--- src/rtl/sc_serialtx_pkg.sv ---
// sc_serialtx_pkg: shared state encoding and constants for the UART-format
// serializer (sc_serialtx) and its bit-period generator.
package sc_serialtx_pkg;

  // 50 MHz / 115200 baud
  localparam int CLKS_PER_BIT_DEF = 434;

  // Level of the serial line between frames and during the stop bit
  localparam logic LINE_IDLE = 1'b1;

  typedef enum logic [2:0] {
    ST_IDLE   = 3'd0,
    ST_START  = 3'd1,
    ST_DATA   = 3'd2,
    ST_PARITY = 3'd3,
    ST_STOP   = 3'd4
  } tx_state_e;

endpackage

--- src/rtl/sc_serialtx_baudgen.sv ---
// sc_serialtx_baudgen: bit-period counter for the serializer. Counts
// 0..CLKS_PER_BIT-1 while enabled and ticks bit_end_o on the last count.
module sc_serialtx_baudgen #(
  parameter int CLKS_PER_BIT = 434,
  parameter int CNT_W        = $clog2(CLKS_PER_BIT)
) (
  input  logic clk_i,
  input  logic rst_i,
  input  logic clr_i,
  input  logic en_i,
  output logic bit_end_o
);

  localparam logic [CNT_W-1:0] CNT_LAST = CNT_W'(CLKS_PER_BIT - 1);

  logic [CNT_W-1:0] cnt_q;
  logic [CNT_W-1:0] cnt_d;

  assign bit_end_o = en_i && !clr_i && (cnt_q == CNT_LAST);

  // Next count: clear wins, otherwise advance and wrap at the period end
  always_comb begin
    cnt_d = cnt_q;
    if (clr_i) begin
      cnt_d = '0;
    end else if (en_i) begin
      cnt_d = (cnt_q == CNT_LAST) ? '0 : cnt_q + CNT_W'(1);
    end
  end

  // Period counter register
  always_ff @(posedge clk_i or posedge rst_i) begin
    if (rst_i) cnt_q <= '0;
    else       cnt_q <= cnt_d;
  end

endmodule

--- src/rtl/sc_serialtx.sv ---
// sc_serialtx: serializes the parallel data bus onto one UART-format line
// (start bit, DATAWIDTH data bits LSB first, optional even parity, stop bit).
// A frame is requested by a falling edge on the active-low start strobe.
// Build option: define SC_SERIALTX_PARITY_EN to insert the even-parity bit.
//
//   state     | meaning
//   ST_IDLE   | line high, waiting for a falling edge on start
//   ST_START  | driving the start bit (0)
//   ST_DATA   | driving shift_q[0], one bit per period, LSB first
//   ST_PARITY | driving the stored even-parity bit (parity builds only)
//   ST_STOP   | driving the stop bit (1); done pulses on exit
module sc_serialtx
  import sc_serialtx_pkg::*;
#(
  parameter int DATAWIDTH    = 8,
  parameter int CLKS_PER_BIT = CLKS_PER_BIT_DEF
) (
  input  logic                 SC_SERIALTX_CLOCK_50,
  input  logic                 SC_SERIALTX_RESET_InHigh,
  input  logic                 SC_SERIALTX_start_InLow,
  input  logic [DATAWIDTH-1:0] SC_SERIALTX_data_InBUS,
  output logic                 SC_SERIALTX_tx_Out,
  output logic                 SC_SERIALTX_busy_Out,
  output logic                 SC_SERIALTX_done_Out
);

  localparam int CNT_W = $clog2(CLKS_PER_BIT);
  localparam int IDX_W = (DATAWIDTH > 1) ? $clog2(DATAWIDTH) : 1;
  localparam logic [IDX_W-1:0] IDX_LAST = IDX_W'(DATAWIDTH - 1);

  tx_state_e            state_q;
  logic [DATAWIDTH-1:0] shift_q;
  logic [DATAWIDTH-1:0] shift_d;
  logic [IDX_W-1:0]     idx_q;
  logic                 start_prev_q;
  logic                 tx_q;
  logic                 busy_q;
  logic                 done_q;
  logic                 accept;
  logic                 bit_end;
`ifdef SC_SERIALTX_PARITY_EN
  logic                 par_q;
`endif

  // Only a fresh falling edge seen in IDLE starts a frame
  assign accept  = (state_q == ST_IDLE) && !SC_SERIALTX_start_InLow && start_prev_q;
  assign shift_d = shift_q >> 1;

  sc_serialtx_baudgen #(
    .CLKS_PER_BIT (CLKS_PER_BIT),
    .CNT_W        (CNT_W)
  ) u_baudgen (
    .clk_i     (SC_SERIALTX_CLOCK_50),
    .rst_i     (SC_SERIALTX_RESET_InHigh),
    .clr_i     (accept),
    .en_i      (state_q != ST_IDLE),
    .bit_end_o (bit_end)
  );

  // Frame sequencer with registered line, busy and done outputs
  always_ff @(posedge SC_SERIALTX_CLOCK_50 or posedge SC_SERIALTX_RESET_InHigh) begin
    if (SC_SERIALTX_RESET_InHigh) begin
      state_q      <= ST_IDLE;
      shift_q      <= '0;
      idx_q        <= '0;
      start_prev_q <= 1'b1;
      tx_q         <= LINE_IDLE;
      busy_q       <= 1'b0;
      done_q       <= 1'b0;
`ifdef SC_SERIALTX_PARITY_EN
      par_q        <= 1'b0;
`endif
    end else begin
      start_prev_q <= SC_SERIALTX_start_InLow;
      done_q       <= 1'b0;
      case (state_q)
        ST_IDLE: begin
          if (accept) begin
            shift_q <= SC_SERIALTX_data_InBUS;
            idx_q   <= '0;
`ifdef SC_SERIALTX_PARITY_EN
            par_q   <= ^SC_SERIALTX_data_InBUS;
`endif
            state_q <= ST_START;
            tx_q    <= 1'b0;
            busy_q  <= 1'b1;
          end
        end
        ST_START: begin
          if (bit_end) begin
            state_q <= ST_DATA;
            tx_q    <= shift_q[0];
          end
        end
        ST_DATA: begin
          if (bit_end) begin
            shift_q <= shift_d;
            idx_q   <= idx_q + IDX_W'(1);
            if (idx_q == IDX_LAST) begin
`ifdef SC_SERIALTX_PARITY_EN
              state_q <= ST_PARITY;
              tx_q    <= par_q;
`else
              state_q <= ST_STOP;
              tx_q    <= LINE_IDLE;
`endif
            end else begin
              tx_q <= shift_d[0];
            end
          end
        end
`ifdef SC_SERIALTX_PARITY_EN
        ST_PARITY: begin
          if (bit_end) begin
            state_q <= ST_STOP;
            tx_q    <= LINE_IDLE;
          end
        end
`endif
        ST_STOP: begin
          if (bit_end) begin
            state_q <= ST_IDLE;
            busy_q  <= 1'b0;
            done_q  <= 1'b1;
          end
        end
        default: begin
          state_q <= ST_IDLE;
          tx_q    <= LINE_IDLE;
          busy_q  <= 1'b0;
        end
      endcase
    end
  end

  assign SC_SERIALTX_tx_Out   = tx_q;
  assign SC_SERIALTX_busy_Out = busy_q;
  assign SC_SERIALTX_done_Out = done_q;

endmodule

--- config.mk ---
export PLATFORM = sky130hd
export DESIGN_NAME = sc_serialtx
export DESIGN_NICKNAME = d
export VERILOG_FILES = /design/src/rtl/sc_serialtx_pkg.sv /design/src/rtl/sc_serialtx_baudgen.sv /design/src/rtl/sc_serialtx.sv
export SDC_FILE = /design/constraint.sdc
export NUM_CORES = 1
export LEC_CHECK = 0
export CELL_PAD_IN_SITES_DETAIL_PLACEMENT = 0
export CELL_PAD_IN_SITES_GLOBAL_PLACEMENT = 2
export CORE_MARGIN = 4
export CORE_UTILIZATION = 25
export CTS_BUF_LIST = sky130_fd_sc_hd__clkbuf_4 sky130_fd_sc_hd__clkbuf_8
export CTS_CLUSTER_DIAMETER = 150
export DETAILED_ROUTE_END_ITERATION = 7
export PLACE_DENSITY = 0.59
export SLEW_MARGIN = 20
export SYNTH_ARGS = -nofsm -noshare
export SYNTH_HDL_FRONTEND = slang
export SYNTH_SLANG_ARGS = --single-unit
--- constraint.sdc ---
create_clock -name SC_SERIALTX_CLOCK_50 -period 1.85 [get_ports SC_SERIALTX_CLOCK_50]
set_clock_uncertainty 0.05 [all_clocks]
set_input_delay 0.37 -clock SC_SERIALTX_CLOCK_50 [delete_from_list [all_inputs] [get_ports SC_SERIALTX_CLOCK_50]]
set_output_delay 0.37 -clock SC_SERIALTX_CLOCK_50 [all_outputs]
set_load 0.1 [all_outputs]
==> impl_metrics.ini <==
[sta]
fmax_ghz = 0.523
hold_ws_ns = 0.399
finalHoldViolCount = 0
relSlewSlack = 0.755
finalSetupViolations = 11
tightestPinTransition_ns = 0.368
finalMaxSlewViolations = 0
rsz0062_at_grt = yes
period_needed_ns = 1.91
finalCritPeriodShare = 1.03
timing.final.ws_setup_ns = -0.0622

[power]
pwr-share-comb = 0.358
switching_share = 0.311
powerDensity_nw_per_um2 = 920
peakVddDrop_v = 0.000409
p_int_w = 0.00129
power_switching_w = 0.000579
leakagePower_nw = 0.867
pwr-share-seq = 0.455
clockPowerShare = 0.186

[grt]
grt_max_degree = 28
grt_pass1_vias = 1267
grt_pass1_wl_microns = 5890
grt_usage = 0.100
antenna_found_initial = 0
overflow = 0

[place]
dp_hpwl_microns = 2370
place_worst_setup_slack_ns = -0.399
gp_congestion = 0.682
port_buffers = 13

[critical_path]
cp_slowest_cell = dfrtp_1
cp_cell_sequence = inv_2, ha_1, and4b_4, nand2_4, a2111oi_4, buf_12, mux2_4
cpPeakStageDelay_ns = 0.40
cp.arrival_ns = 2.03
worstPathRequired_ns = 1.97
cp.buffers_inverters = 2
start_kind = flop
critPathMaxFanout = 10
path_class = reg2reg
crit_path_end_kind = flop
cp_top_family = flip-flops

[clock_tree]
tritoncts = yes
clkTransAtPathRegs_ns = 0.10
cts-buffers-inserted = 3
cts.path.max_buffers = 2
cts-htree-levels = 1
clkSinkCount = 27
insertion_delay_ns = 0.28
cts-root-buf = clkbuf_8

[drt]
drc = 0
wl_per_cell_microns = 13.3
routed.top_layer = met4
vias = 1114
wl_microns = 3220
antenna_left = 0
wl_met2_microns = 1690
dr.pass1.iters = 3
viasPerCell = 4.60
wl_met3_microns = 84
initialDrtViolationCount = 42
wl_met1_microns = 1400

[layout]
final_nets = 186
drive_gt1_frac = 0.406
fillers = 573
n_antenna_cell = 0
syn2layout_area_growth_pct = 36.5

[floorplan]
core.rowCount = 27
die_area_sq_um = 7240
die_y_microns = 85.1
die_w_microns = 85.1
design.core.area_sq_um = 5640
io_pins = 14
start_util = 0.263

[synthesis]
synth_cells = 129
synth-main-ff-cell = dfrtp_1
syn_avg_cell_area_sq_um = 11.5
yosys-top-cells-area = dfrtp_1 (42%), mux2_4 (8.1%), mux2_2 (6.8%)
synth_top_area_frac = 0.421
synth_commonest_cells = dfrtp_1 (25), nand2_1 (11), mux2_2 (9), mux2_4 (8)
async_flop_share = 1.00
synth_warnings = 0
ys_types = 42
synth_most_common_cell = dfrtp_1
ys_seq_area_frac = 0.457
synth_edf_count = 0
syn_area_sq_um = 1490
synth_top_area_cell = dfrtp_1
synth_seq_cells = 27
syn_nets = 144

[worst_hold_path]
hold_path.class = in2async

[job]
maxCapViolCount = 0

[status]
outcome = finished with violations
violations = setup timing
## placed cells by master (no fill, tap or decap), types with 2 or more instances in the layout
cell,instances
dfrtp_1,25
nand2_1,11
nand2b_1,3
inv_2,2
nor3_2,2
buf_12,4
mux2_2,7
dfstp_2,2
clkbuf_8,3
nand3_1,7
and3_1,2
buf_4,26
mux2i_1,3
ha_1,4
o21a_1,2
nor2_1,4
a21oi_1,6
xnor2_1,2
a31oi_1,2
clkdlybuf4s50_1,10
o21ai_0,4
o22ai_1,2
inv_1,4
mux2_4,10
## tightest hold or removal path: cells and delay by family
family   cells  cell delay [ns]
buf+inv      3             0.77
## worst paths after layout
path                                                  start           end  slack (ns)  cells after the start
min reg2reg                                      shift_q[6]    shift_q[6]        0.47                      1
min                                SC_SERIALTX_RESET_InHigh    shift_q[6]        0.40                      3
min in group SC_SERIALTX_CLOCK_50                shift_q[6]    shift_q[6]        0.47                      1
max reg2reg                              u_baudgen.cnt_q[1]    shift_q[7]       -0.06                      7
max                                      u_baudgen.cnt_q[1]    shift_q[7]       -0.06                      7
max in group asynchronous          SC_SERIALTX_RESET_InHigh  start_prev_q        1.04                      3
## cell families after synthesis
family,Yosys count,synth area share
simple gates,40,0.162
flops,27,0.457
compound gates,25,0.124
mux,20,0.169
buf+inv,10,0.0371
fa+ha+maj,4,0.0337
xor+xnor,3,0.0177
## flip-flops by register name, indices dropped and copies added, names as in the netlist
name                  cells
u_baudgen.cnt_q           9
shift_q                   8
idx_q                     3
state_q                   3
SC_SERIALTX_busy_Out      1
SC_SERIALTX_done_Out      1
SC_SERIALTX_tx_Out        1
start_prev_q              1
## stage by stage
stage | instance area, sq um | power [W] | util | instances | TNS (ns)
floorplan | 1490 | 0.00122 | - | 129 | -0.342
global placement | 1930 | 0.00149 | 0.341 | 237 | -3.81
detailed placement | 1930 | 0.00151 | 0.341 | 237 | -3.98
CTS | 2000 | 0.00189 | 0.355 | 241 | -0.816
global route | 2030 | 0.00201 | 0.359 | 242 | -1.43
finish | 2030 | 0.00187 | 0.359 | 242 | -0.526
## power groups by stage
| stage | Clock (W) | Combinational (W) | Sequential (W) |
|---|---|---|---|
| 6_report | 0.000348 | 0.000669 | 0.000849 |
| 3_3_place_gp | 0 | 0.000631 | 0.000855 |
| 5_1_grt | 0.000401 | 0.000741 | 0.000871 |
| 3_5_place_dp | 0 | 0.000652 | 0.000857 |
| 2_1_floorplan | 0 | 0.000286 | 0.000930 |
| 4_1_cts | 0.000378 | 0.000662 | 0.000853 |
## cell type report
type                       count  area [sq um]  share of cell area
clock buffer                   3          41.3              0.0204
clock inverter                 1          5.00             0.00247
inverter                       6          22.5              0.0111
multi-input combinational     92           803               0.396
sequential                    27           678               0.335
tap                           72          90.1              0.0444
timing repair buffer          41           387               0.191
## layer usage
metal,track usage,up-vias
met5,0,-
met4,0.0288,0
met3,0.0272,6
met2,0.183,11
met1,0.114,553
li1,-,544
## repair_timing
item | 4_1_cts | 5_1_grt
buffers inserted | 0 | 1
resized for setup | 10 | 2
pin swaps | 1 | 2
hold buffers | 0 | 0
setup endpoints to repair | 14 | 14
(Power assumes the default switching activity.)
